==> config.mk <==
export PLATFORM = sky130hd
export DESIGN_NAME = cms_trace_gate
export DESIGN_NICKNAME = d
export VERILOG_FILES = /design/src/rtl/cms_pkg.sv /design/src/rtl/cms_stream_fifo.sv /design/src/rtl/cms_trace_gate.sv
export SDC_FILE = /design/constraint.sdc
export NUM_CORES = 2
export LEC_CHECK = 0
export ABC_AREA = 1
export BUFFER_PORTS_ARGS = -buffer_cell sky130_fd_sc_hd__buf_2
export CAP_MARGIN = 40
export CELL_PAD_IN_SITES_DETAIL_PLACEMENT = 1
export CELL_PAD_IN_SITES_GLOBAL_PLACEMENT = 1
export CORE_UTILIZATION = 45
export CTS_CLUSTER_DIAMETER = 30
export CTS_CLUSTER_SIZE = 30
export DETAILED_ROUTE_END_ITERATION = 6
export GPL_TIMING_DRIVEN = 0
export PLACE_DENSITY_LB_ADDON = 0.1
export SYNTH_ARGS = -nofsm -noshare
export SYNTH_HDL_FRONTEND = slang
export SYNTH_SLANG_ARGS = --single-unit
==> constraint.sdc <==
create_clock -name clk -period 6.69 [get_ports clk]
set_clock_uncertainty 0.2 [all_clocks]
set_input_delay 0.3345 -clock clk [delete_from_list [all_inputs] [get_ports clk]]
set_output_delay 0.3345 -clock clk [all_outputs]
set_load 0.01 [all_outputs]
==> src/rtl/cms_pkg.sv <==
// Shared constants for the trace gate: control register map, gate state
// encodings and address-window mode codes.
package cms_pkg;

  localparam int ADDR_START_EN        = 'h00;
  localparam int ADDR_END_EN          = 'h01;
  localparam int ADDR_START_ADDR      = 'h02;
  localparam int ADDR_END_ADDR        = 'h03;
  localparam int ADDR_RESUME          = 'h04;
  localparam int ADDR_CLR_DROP        = 'h05;
  localparam int ADDR_RANGE_LO_BASE   = 'h10;
  localparam int ADDR_RANGE_HI_BASE   = 'h11;
  localparam int ADDR_RANGE_MODE_BASE = 'h30;

  localparam logic [1:0] GATE_ARMED   = 2'd0;
  localparam logic [1:0] GATE_TRACING = 2'd1;
  localparam logic [1:0] GATE_HALTED  = 2'd2;

  localparam logic [1:0] MODE_OFF     = 2'd0;
  localparam logic [1:0] MODE_INCLUDE = 2'd1;
  localparam logic [1:0] MODE_EXCLUDE = 2'd2;

endpackage

==> src/rtl/cms_stream_fifo.sv <==
// Synchronous first-word-fall-through FIFO; an extra pointer bit separates
// full from empty and the head entry drives pop_data directly.
module cms_stream_fifo #(
  parameter int WIDTH = 8,
  parameter int DEPTH = 16
) (
  input  logic                     clk,
  input  logic                     rst,
  input  logic                     push,
  input  logic [WIDTH-1:0]         push_data,
  output logic                     full,
  input  logic                     pop,
  output logic                     valid,
  output logic [WIDTH-1:0]         pop_data,
  output logic [$clog2(DEPTH):0]   level
);

  localparam int AW = $clog2(DEPTH);
  localparam logic [AW:0] FULL_LEVEL = (AW+1)'(DEPTH);

  logic [WIDTH-1:0] mem [DEPTH];
  logic [AW:0]      wr_ptr;
  logic [AW:0]      rd_ptr;

  assign level    = wr_ptr - rd_ptr;
  assign full     = (level == FULL_LEVEL);
  assign valid    = (level != '0);
  assign pop_data = valid ? mem[rd_ptr[AW-1:0]] : '0;

  // NOTE: storage has no reset; only the pointers do, and pop_data is forced
  // to zero while empty so stale entries are never visible.
  always_ff @(posedge clk) begin
    if (push && !full) mem[wr_ptr[AW-1:0]] <= push_data;
  end

  always_ff @(posedge clk) begin
    if (rst) begin
      wr_ptr <= '0;
      rd_ptr <= '0;
    end else begin
      if (push && !full) wr_ptr <= wr_ptr + 1'b1;
      if (pop && valid)  rd_ptr <= rd_ptr + 1'b1;
    end
  end

endmodule

==> src/rtl/cms_trace_gate.sv <==
// Trace qualifier: start/end/WFI gate state machine plus include/exclude
// address windows, feeding an AXI-Stream FIFO with tlast and drop accounting.
module cms_trace_gate
  import cms_pkg::*;
#(
  parameter int          XLEN            = 64,
  parameter int          NUM_RANGES      = 4,
  parameter int          FIFO_DEPTH      = 16,
  parameter logic [31:0] WFI_INSTR       = 32'h0000_0001,
  parameter int          CTRL_ADDR_WIDTH = 8,
  parameter int          CTRL_DATA_WIDTH = 64
) (
  input  logic                          clk,
  input  logic                          rst,
  input  logic [31:0]                   instr,
  input  logic [XLEN-1:0]               pc,
  input  logic                          pc_valid,
  input  logic [CTRL_ADDR_WIDTH-1:0]    ctrl_addr,
  input  logic [CTRL_DATA_WIDTH-1:0]    ctrl_wdata,
  input  logic                          ctrl_write_enable,
  input  logic [31:0]                   tlast_interval,
  output logic                          M_AXIS_tvalid,
  input  logic                          M_AXIS_tready,
  output logic [XLEN+31:0]              M_AXIS_tdata,
  output logic                          M_AXIS_tlast,
  output logic [31:0]                   drop_count,
  output logic [$clog2(FIFO_DEPTH):0]   fifo_level,
  output logic [1:0]                    gate_state
);

  localparam int ENTRY_W = XLEN + 33;

  logic                  start_en, end_en;
  logic [XLEN-1:0]       start_addr, end_addr;
  logic [XLEN-1:0]       range_lo   [NUM_RANGES];
  logic [XLEN-1:0]       range_hi   [NUM_RANGES];
  logic [1:0]            range_mode [NUM_RANGES];
  logic [1:0]            state, state_nxt;
  logic [31:0]           beat_cnt;

  logic wr_start_en, wr_end_en, wr_start_addr, wr_end_addr, wr_resume, wr_clr_drop;
  logic [NUM_RANGES-1:0] wr_lo, wr_hi, wr_mode;
  logic any_incl, in_incl, in_excl, range_pass;
  logic is_wfi, start_hit, end_hit, eligible, push, drop, push_tlast, fifo_full;
  logic [ENTRY_W-1:0] head;

  function automatic logic addr_is(input logic [CTRL_ADDR_WIDTH-1:0] a, input int target);
    return a == CTRL_ADDR_WIDTH'(target);
  endfunction

  // NOTE: every combinational output gets a default before any conditional
  // update, so no path leaves a signal unassigned and no latch is inferred.
  always_comb begin
    wr_start_en   = ctrl_write_enable && addr_is(ctrl_addr, ADDR_START_EN);
    wr_end_en     = ctrl_write_enable && addr_is(ctrl_addr, ADDR_END_EN);
    wr_start_addr = ctrl_write_enable && addr_is(ctrl_addr, ADDR_START_ADDR);
    wr_end_addr   = ctrl_write_enable && addr_is(ctrl_addr, ADDR_END_ADDR);
    wr_resume     = ctrl_write_enable && addr_is(ctrl_addr, ADDR_RESUME);
    wr_clr_drop   = ctrl_write_enable && addr_is(ctrl_addr, ADDR_CLR_DROP);
    wr_lo   = '0;
    wr_hi   = '0;
    wr_mode = '0;
    for (int i = 0; i < NUM_RANGES; i++) begin
      wr_lo[i]   = ctrl_write_enable && addr_is(ctrl_addr, ADDR_RANGE_LO_BASE + 2*i);
      wr_hi[i]   = ctrl_write_enable && addr_is(ctrl_addr, ADDR_RANGE_HI_BASE + 2*i);
      wr_mode[i] = ctrl_write_enable && addr_is(ctrl_addr, ADDR_RANGE_MODE_BASE + i);
    end
  end

  // An inverted window (lower > upper) fails both compares and matches nothing.
  always_comb begin
    any_incl = 1'b0;
    in_incl  = 1'b0;
    in_excl  = 1'b0;
    for (int i = 0; i < NUM_RANGES; i++) begin
      if (range_mode[i] == MODE_INCLUDE) begin
        any_incl = 1'b1;
        if (pc >= range_lo[i] && pc <= range_hi[i]) in_incl = 1'b1;
      end
      if (range_mode[i] == MODE_EXCLUDE && pc >= range_lo[i] && pc <= range_hi[i])
        in_excl = 1'b1;
    end
    range_pass = (!any_incl || in_incl) && !in_excl;
  end

  always_comb begin
    is_wfi    = (instr == WFI_INSTR);
    start_hit = start_en && (pc == start_addr);
    end_hit   = end_en && (pc == end_addr);
    eligible  = pc_valid && range_pass &&
                (state == GATE_TRACING || (state == GATE_ARMED && start_hit));
    push       = eligible && !fifo_full;
    drop       = eligible && fifo_full;
    push_tlast = is_wfi || (tlast_interval != 32'd0 && beat_cnt == tlast_interval - 32'd1);

    state_nxt = state;
    if (pc_valid) begin
      if (is_wfi)                                state_nxt = GATE_HALTED;
      else if (state == GATE_ARMED && start_hit) state_nxt = GATE_TRACING;
      else if (state == GATE_TRACING && end_hit) state_nxt = GATE_ARMED;
    end
    // Effective control writes take precedence over pc-driven transitions.
    if (wr_start_en && state != GATE_HALTED)
      state_nxt = ctrl_wdata[0] ? GATE_ARMED : GATE_TRACING;
    if (wr_resume && state == GATE_HALTED)
      state_nxt = start_en ? GATE_ARMED : GATE_TRACING;
  end

  // NOTE: sequential state uses non-blocking assignments so every register
  // samples the pre-edge values, independent of statement order.
  always_ff @(posedge clk) begin
    if (rst) begin
      state      <= GATE_TRACING;
      start_en   <= 1'b0;
      end_en     <= 1'b0;
      start_addr <= '0;
      end_addr   <= '1;
      beat_cnt   <= '0;
      drop_count <= '0;
      for (int i = 0; i < NUM_RANGES; i++) begin
        range_lo[i]   <= '0;
        range_hi[i]   <= '1;
        range_mode[i] <= MODE_OFF;
      end
    end else begin
      state <= state_nxt;
      if (wr_start_en)   start_en   <= ctrl_wdata[0];
      if (wr_end_en)     end_en     <= ctrl_wdata[0];
      if (wr_start_addr) start_addr <= ctrl_wdata[XLEN-1:0];
      if (wr_end_addr)   end_addr   <= ctrl_wdata[XLEN-1:0];
      for (int i = 0; i < NUM_RANGES; i++) begin
        if (wr_lo[i])   range_lo[i]   <= ctrl_wdata[XLEN-1:0];
        if (wr_hi[i])   range_hi[i]   <= ctrl_wdata[XLEN-1:0];
        if (wr_mode[i]) range_mode[i] <= ctrl_wdata[1:0];
      end
      if (push) beat_cnt <= push_tlast ? 32'd0 : beat_cnt + 32'd1;
      if (wr_clr_drop)                       drop_count <= '0;
      else if (drop && drop_count != '1)     drop_count <= drop_count + 32'd1;
    end
  end

  cms_stream_fifo #(
    .WIDTH (ENTRY_W),
    .DEPTH (FIFO_DEPTH)
  ) u_fifo (
    .clk       (clk),
    .rst       (rst),
    .push      (push),
    .push_data ({push_tlast, pc, instr}),
    .full      (fifo_full),
    .pop       (M_AXIS_tready),
    .valid     (M_AXIS_tvalid),
    .pop_data  (head),
    .level     (fifo_level)
  );

  assign M_AXIS_tdata = head[XLEN+31:0];
  assign M_AXIS_tlast = head[XLEN+32];
  assign gate_state   = state;

endmodule
==> key figures <==
Route
  • Routed wire length: 381000 um
  • Via density per instance: 5.69
  • Detail-routed net length per standard cell: 26.5 um
  • Antenna-violating nets left: 0
  • DRT Pass-1 Iters: 5
  • Total via count after detailed routing: 81800
  • Initial DRC count: 6464
  • Residual DRC: 0

Power
  • Power density over the cells: 359 nW/um^2
  • Leakage: 52.1 nW
  • Power Total: 47.8 mW
  • Peak supply drop: 352 uV

GRT
  • Maximum number of pins on one net before global-route repair: 59
  • Via count of the first global-routing pass: 88600
  • Tot GR Track Use: 32.0%
  • First-pass GRT wire length: 558000 um
  • Number of antenna violations at the first check in global routing: 20
  • Total gr overflow: 0

Synthesis
  • Share of the yosys chip area belonging to registers: 63.1%
  • Number of warning messages in the yosys log: 0
  • Net Count, Synth: 10500
  • Share of synthesized area spent on multiplexers: 0%
  • Number of instances in the synthesized netlist: 9731
  • Adder and majority cell fraction of the synthesized area: 6.25%
  • Basic-gate share of the synthesized area counting and, or, nand and nor cells: 15.3%
  • Mean instance size in the synthesized netlist: 10.8 um^2
  • XOR/XNOR share of the synthesized area: 1.85%
  • Number of library cell types mapped by synthesis: 61
  • Netlist area before placement: 105000 um^2
  • Area fraction in compound gates after synthesis: 8.81%
  • Count of state elements after synthesis: 2282
  • Dominant combinational cell family by area after synthesis: simple AND/OR/NAND/NOR gates

Worst setup path
  • Type of origin of the critical path: input port
  • Critical path peak fanout: 26
  • Crit path max-delay family: simple AND/OR/NAND/NOR gates
  • Register-to-register setup slack: 0.77 ns
  • Slowest-stage cell, CP: sky130_fd_sc_hd__nor2_4
  • Buffers plus inverters on the worst setup path: 9
  • Worst-path cell chain: dlygate4sd3_1 -> buf_2 -> ha_1 -> nand2_1 -> inv_1 -> nand3_1 -> inv_1 -> a21oi_1 -> and2_1 -> nand3_1 -> nand2_1 -> a21oi_1 -> nand2_1 -> nand3_2 -> nor2_2 -> nand2_2 -> nor2_4 -> buf_4 -> nand2_1 -> nor2_4 -> buf_16 -> buf_16 -> buf_12 -> buf_16
  • Endpoint arrival time on the critical path: 6.63 ns
  • Classification of the worst setup path: input port to flop
  • Maximum single-stage delay on the critical path: 0.71 ns
  • Data required, critical path: 7.12 ns
  • Endpoint type of the worst setup path: flop
  • Cell with the most instances on the worst path: sky130_fd_sc_hd__nand2_1

Layout
  • Layout cell share with drive strength beyond 1: 12.8%
  • Most used cells in the layout excluding fill and tap cells: sky130_fd_sc_hd__nand2_1 (2507), sky130_fd_sc_hd__edfxtp_1 (2072), sky130_fd_sc_hd__a21oi_1 (823)
  • Final standard cell utilization of the core: 57.2%
  • Total number of nets in the final design: 11700
  • Filler cell count in the final layout: 24300
  • Area growth from synthesis to layout: 26.4%
  • Most common library cell in the layout ignoring fill and taps: sky130_fd_sc_hd__nand2_1

Timing
  • Worst max-slew margin expressed relative to the limit: 36.3%
  • Least-Margin Pin Slew: 0.943 ns
  • Final setup violation count: 0
  • Clock period minus worst slack: 6.20 ns
  • Setup slack of the critical path after layout: 0.486 ns
  • Peak clock frequency supported by timing: 0.161 GHz
  • Final-report max-slew violation count: 0
  • Unrepaired setup endpoints after global routing: no
  • Number of endpoints with negative hold slack in the final report: 0
  • Portion of the clock cycle consumed by the worst path in the final layout: 92.7%

Clock network
  • CTS tree: yes
  • Clock latency at the later pin of the worst-skew pair: 0.95 ns
  • Clock transition at the registers of the reported paths: 0.05 ns
  • Number of gates given a new drive strength after cts: 0
  • CTS Buf Count: 537
  • Total clock sinks: 2282
  • H-tree level count: 6
  • Cell chosen for the clock root: sky130_fd_sc_hd__clkbuf_16
  • Clock Path Buffers: 4

Placed design
  • Hpwl dp: 258000 um
  • Final weighted congestion in routability-driven placement: 0.877
  • Number of buffer cells added on primary ports: 340
  • Post-Place Setup Slack: 0.167 ns

Die
  • Initial standard-cell utilization of the core: 45.3%
  • Die span in x: 486 um
  • Row cnt: 177
  • Die footprint: 236000 um^2
  • Count of pins on the block boundary: 342
  • Height of the die: 486 um
  • Core ar.: 233000 um^2

Job
  • Max-cap violation count: 0

Min path
  • Path type of the worst min-delay path: input port to flop

Run status
  • Run status: complete, no violations
[power by group]
group          internal [mW]  leakage (nW)  switching (mW)
sequential              15.9          20.7          0.0882
clock                   17.4          8.52            8.24
combinational           1.80          22.9            4.43
[registers in the layout, indices dropped and copies added, names as in the netlist, named ones only]
register and cells:
u_fifo.mem 1552, range_hi 256, range_lo 256, end_addr 64, start_addr 64, beat_cnt 32, drop_count 32, range_mode 8
u_fifo.rd_ptr 5, u_fifo.wr_ptr 5, gate_state 2, end_en 1, start_en 1
[metrics by stage]
step	TNS, ns	hold WS (ns)	instance area, um^2	instances
after CTS	0	0.00540	133000	14400
after detailed placement	0	0.269	114000	13300
after global placement	-	0.256	111000	13100
after global routing	0	0.0755	133000	14400
final	0	0.0501	133000	14400
after floorplan	-302.59	0.233	105000	9731
[layer usage]
| metal | GRT usage, % | vias up | wire length, um |
|---|---|---|---|
| met5 | 0 | - | 23 |
| met4 | 16.2 | 4 | 19900 |
| met3 | 4.53 | 923 | 21200 |
| met2 | 56.6 | 2987 | 193000 |
| met1 | 37.7 | 41300 | 147000 |
| li1 | - | 36600 | - |
[area by class of cell]
| type | instances | area (um^2) | area share (%) |
|---|---|---|---|
| flip-flops and latches | 2282 | 66400 | 49.9 |
| multi-input cells | 6163 | 34100 | 25.7 |
| well taps | 3043 | 3810 | 2.86 |
| plain buffers | 464 | 1870 | 1.41 |
| diodes | 8 | 20.0 | 0.0150 |
| clock buffers | 643 | 14100 | 10.6 |
| inverters | 822 | 3090 | 2.32 |
| repair buffers | 653 | 6160 | 4.63 |
| clock inverters | 308 | 3470 | 2.61 |
[cell usage after synthesis (all sizes together)]
cell type	number	area [um^2]
fa	1	20.0
a221oi	17	149
or2	21	131
clkinv	64	240
inv	758	2850
and2	3	18.8
a31oi	3	18.8
a311oi	1	8.76
nor4	40	282
o21bai	9	71.3
ha	524	6560
and3	3	18.8
xnor2	104	911
a31o	1	8.76
o21ai	147	736
o211ai	145	1090
nand2	2521	9500
a21o	9	67.6
clkbuf	398	1490
nand4	93	582
edfxtp	2072	62200
o21a	17	128
o311ai	81	709
dfxtp	210	4200
o211a	17	170
nor3b	5	47.5
a21boi	4	30.0
xor2	119	1040
a22oi	97	728
a211oi	1	7.51
o2111ai	1	8.76
buf	66	350
nand3b	5	41.3
nor3	83	442
nor4b	3	26.3
nor2	697	2800
a32o	97	971
a21oi	852	4370
nand3	442	2250
[worst min-delay path: stages]
cell,delay [ns]
sky130_fd_sc_hd__buf_2,0.11
sky130_fd_sc_hd__xnor2_1,0.11
sky130_fd_sc_hd__nor4_1,0.05
sky130_fd_sc_hd__nand4_1,0.07
sky130_fd_sc_hd__nor2_1,0.06
sky130_fd_sc_hd__nand3_2,0.12
sky130_fd_sc_hd__nand3_1,0.08
sky130_fd_sc_hd__nand2_1,0.06
sky130_fd_sc_hd__o21ai_0,0.07
sky130_fd_sc_hd__nor2_1,0.09
[cells by family (layout without fill, tap and decap cells)]
logic type | Yosys count | count (layout)
simple gates | 3916 | 3916
flops | 2282 | 2282
compound gates | 1499 | 1499
buf+inv | 1286 | 2890
fa+ha+maj | 525 | 525
xor+xnor | 223 | 223
other cells | 0 | 8
[repair_timing]
action	4_1_cts	5_1_grt
setup buffers	0	0
endpoints found under the hold margin	2219	0
hold buffers	175	0
[final timing paths]
| kind | start | end | cells after the start |
|---|---|---|---|
| hold reg to reg | end_addr[10]$_SDFFE_PP1P_ | end_addr[10]$_SDFFE_PP1P_ | 2 |
| setup reg to reg | range_hi[3][63]$_SDFFCE_PN1P_ | u_fifo.mem[4][37]$_DFFE_PP_ | 22 |
| hold / removal | tlast_interval[0] | beat_cnt[1]$_SDFFE_PP0P_ | 10 |
| setup / recovery | pc[31] | u_fifo.mem[4][37]$_DFFE_PP_ | 24 |
Power figures use the tool's default switching activity.
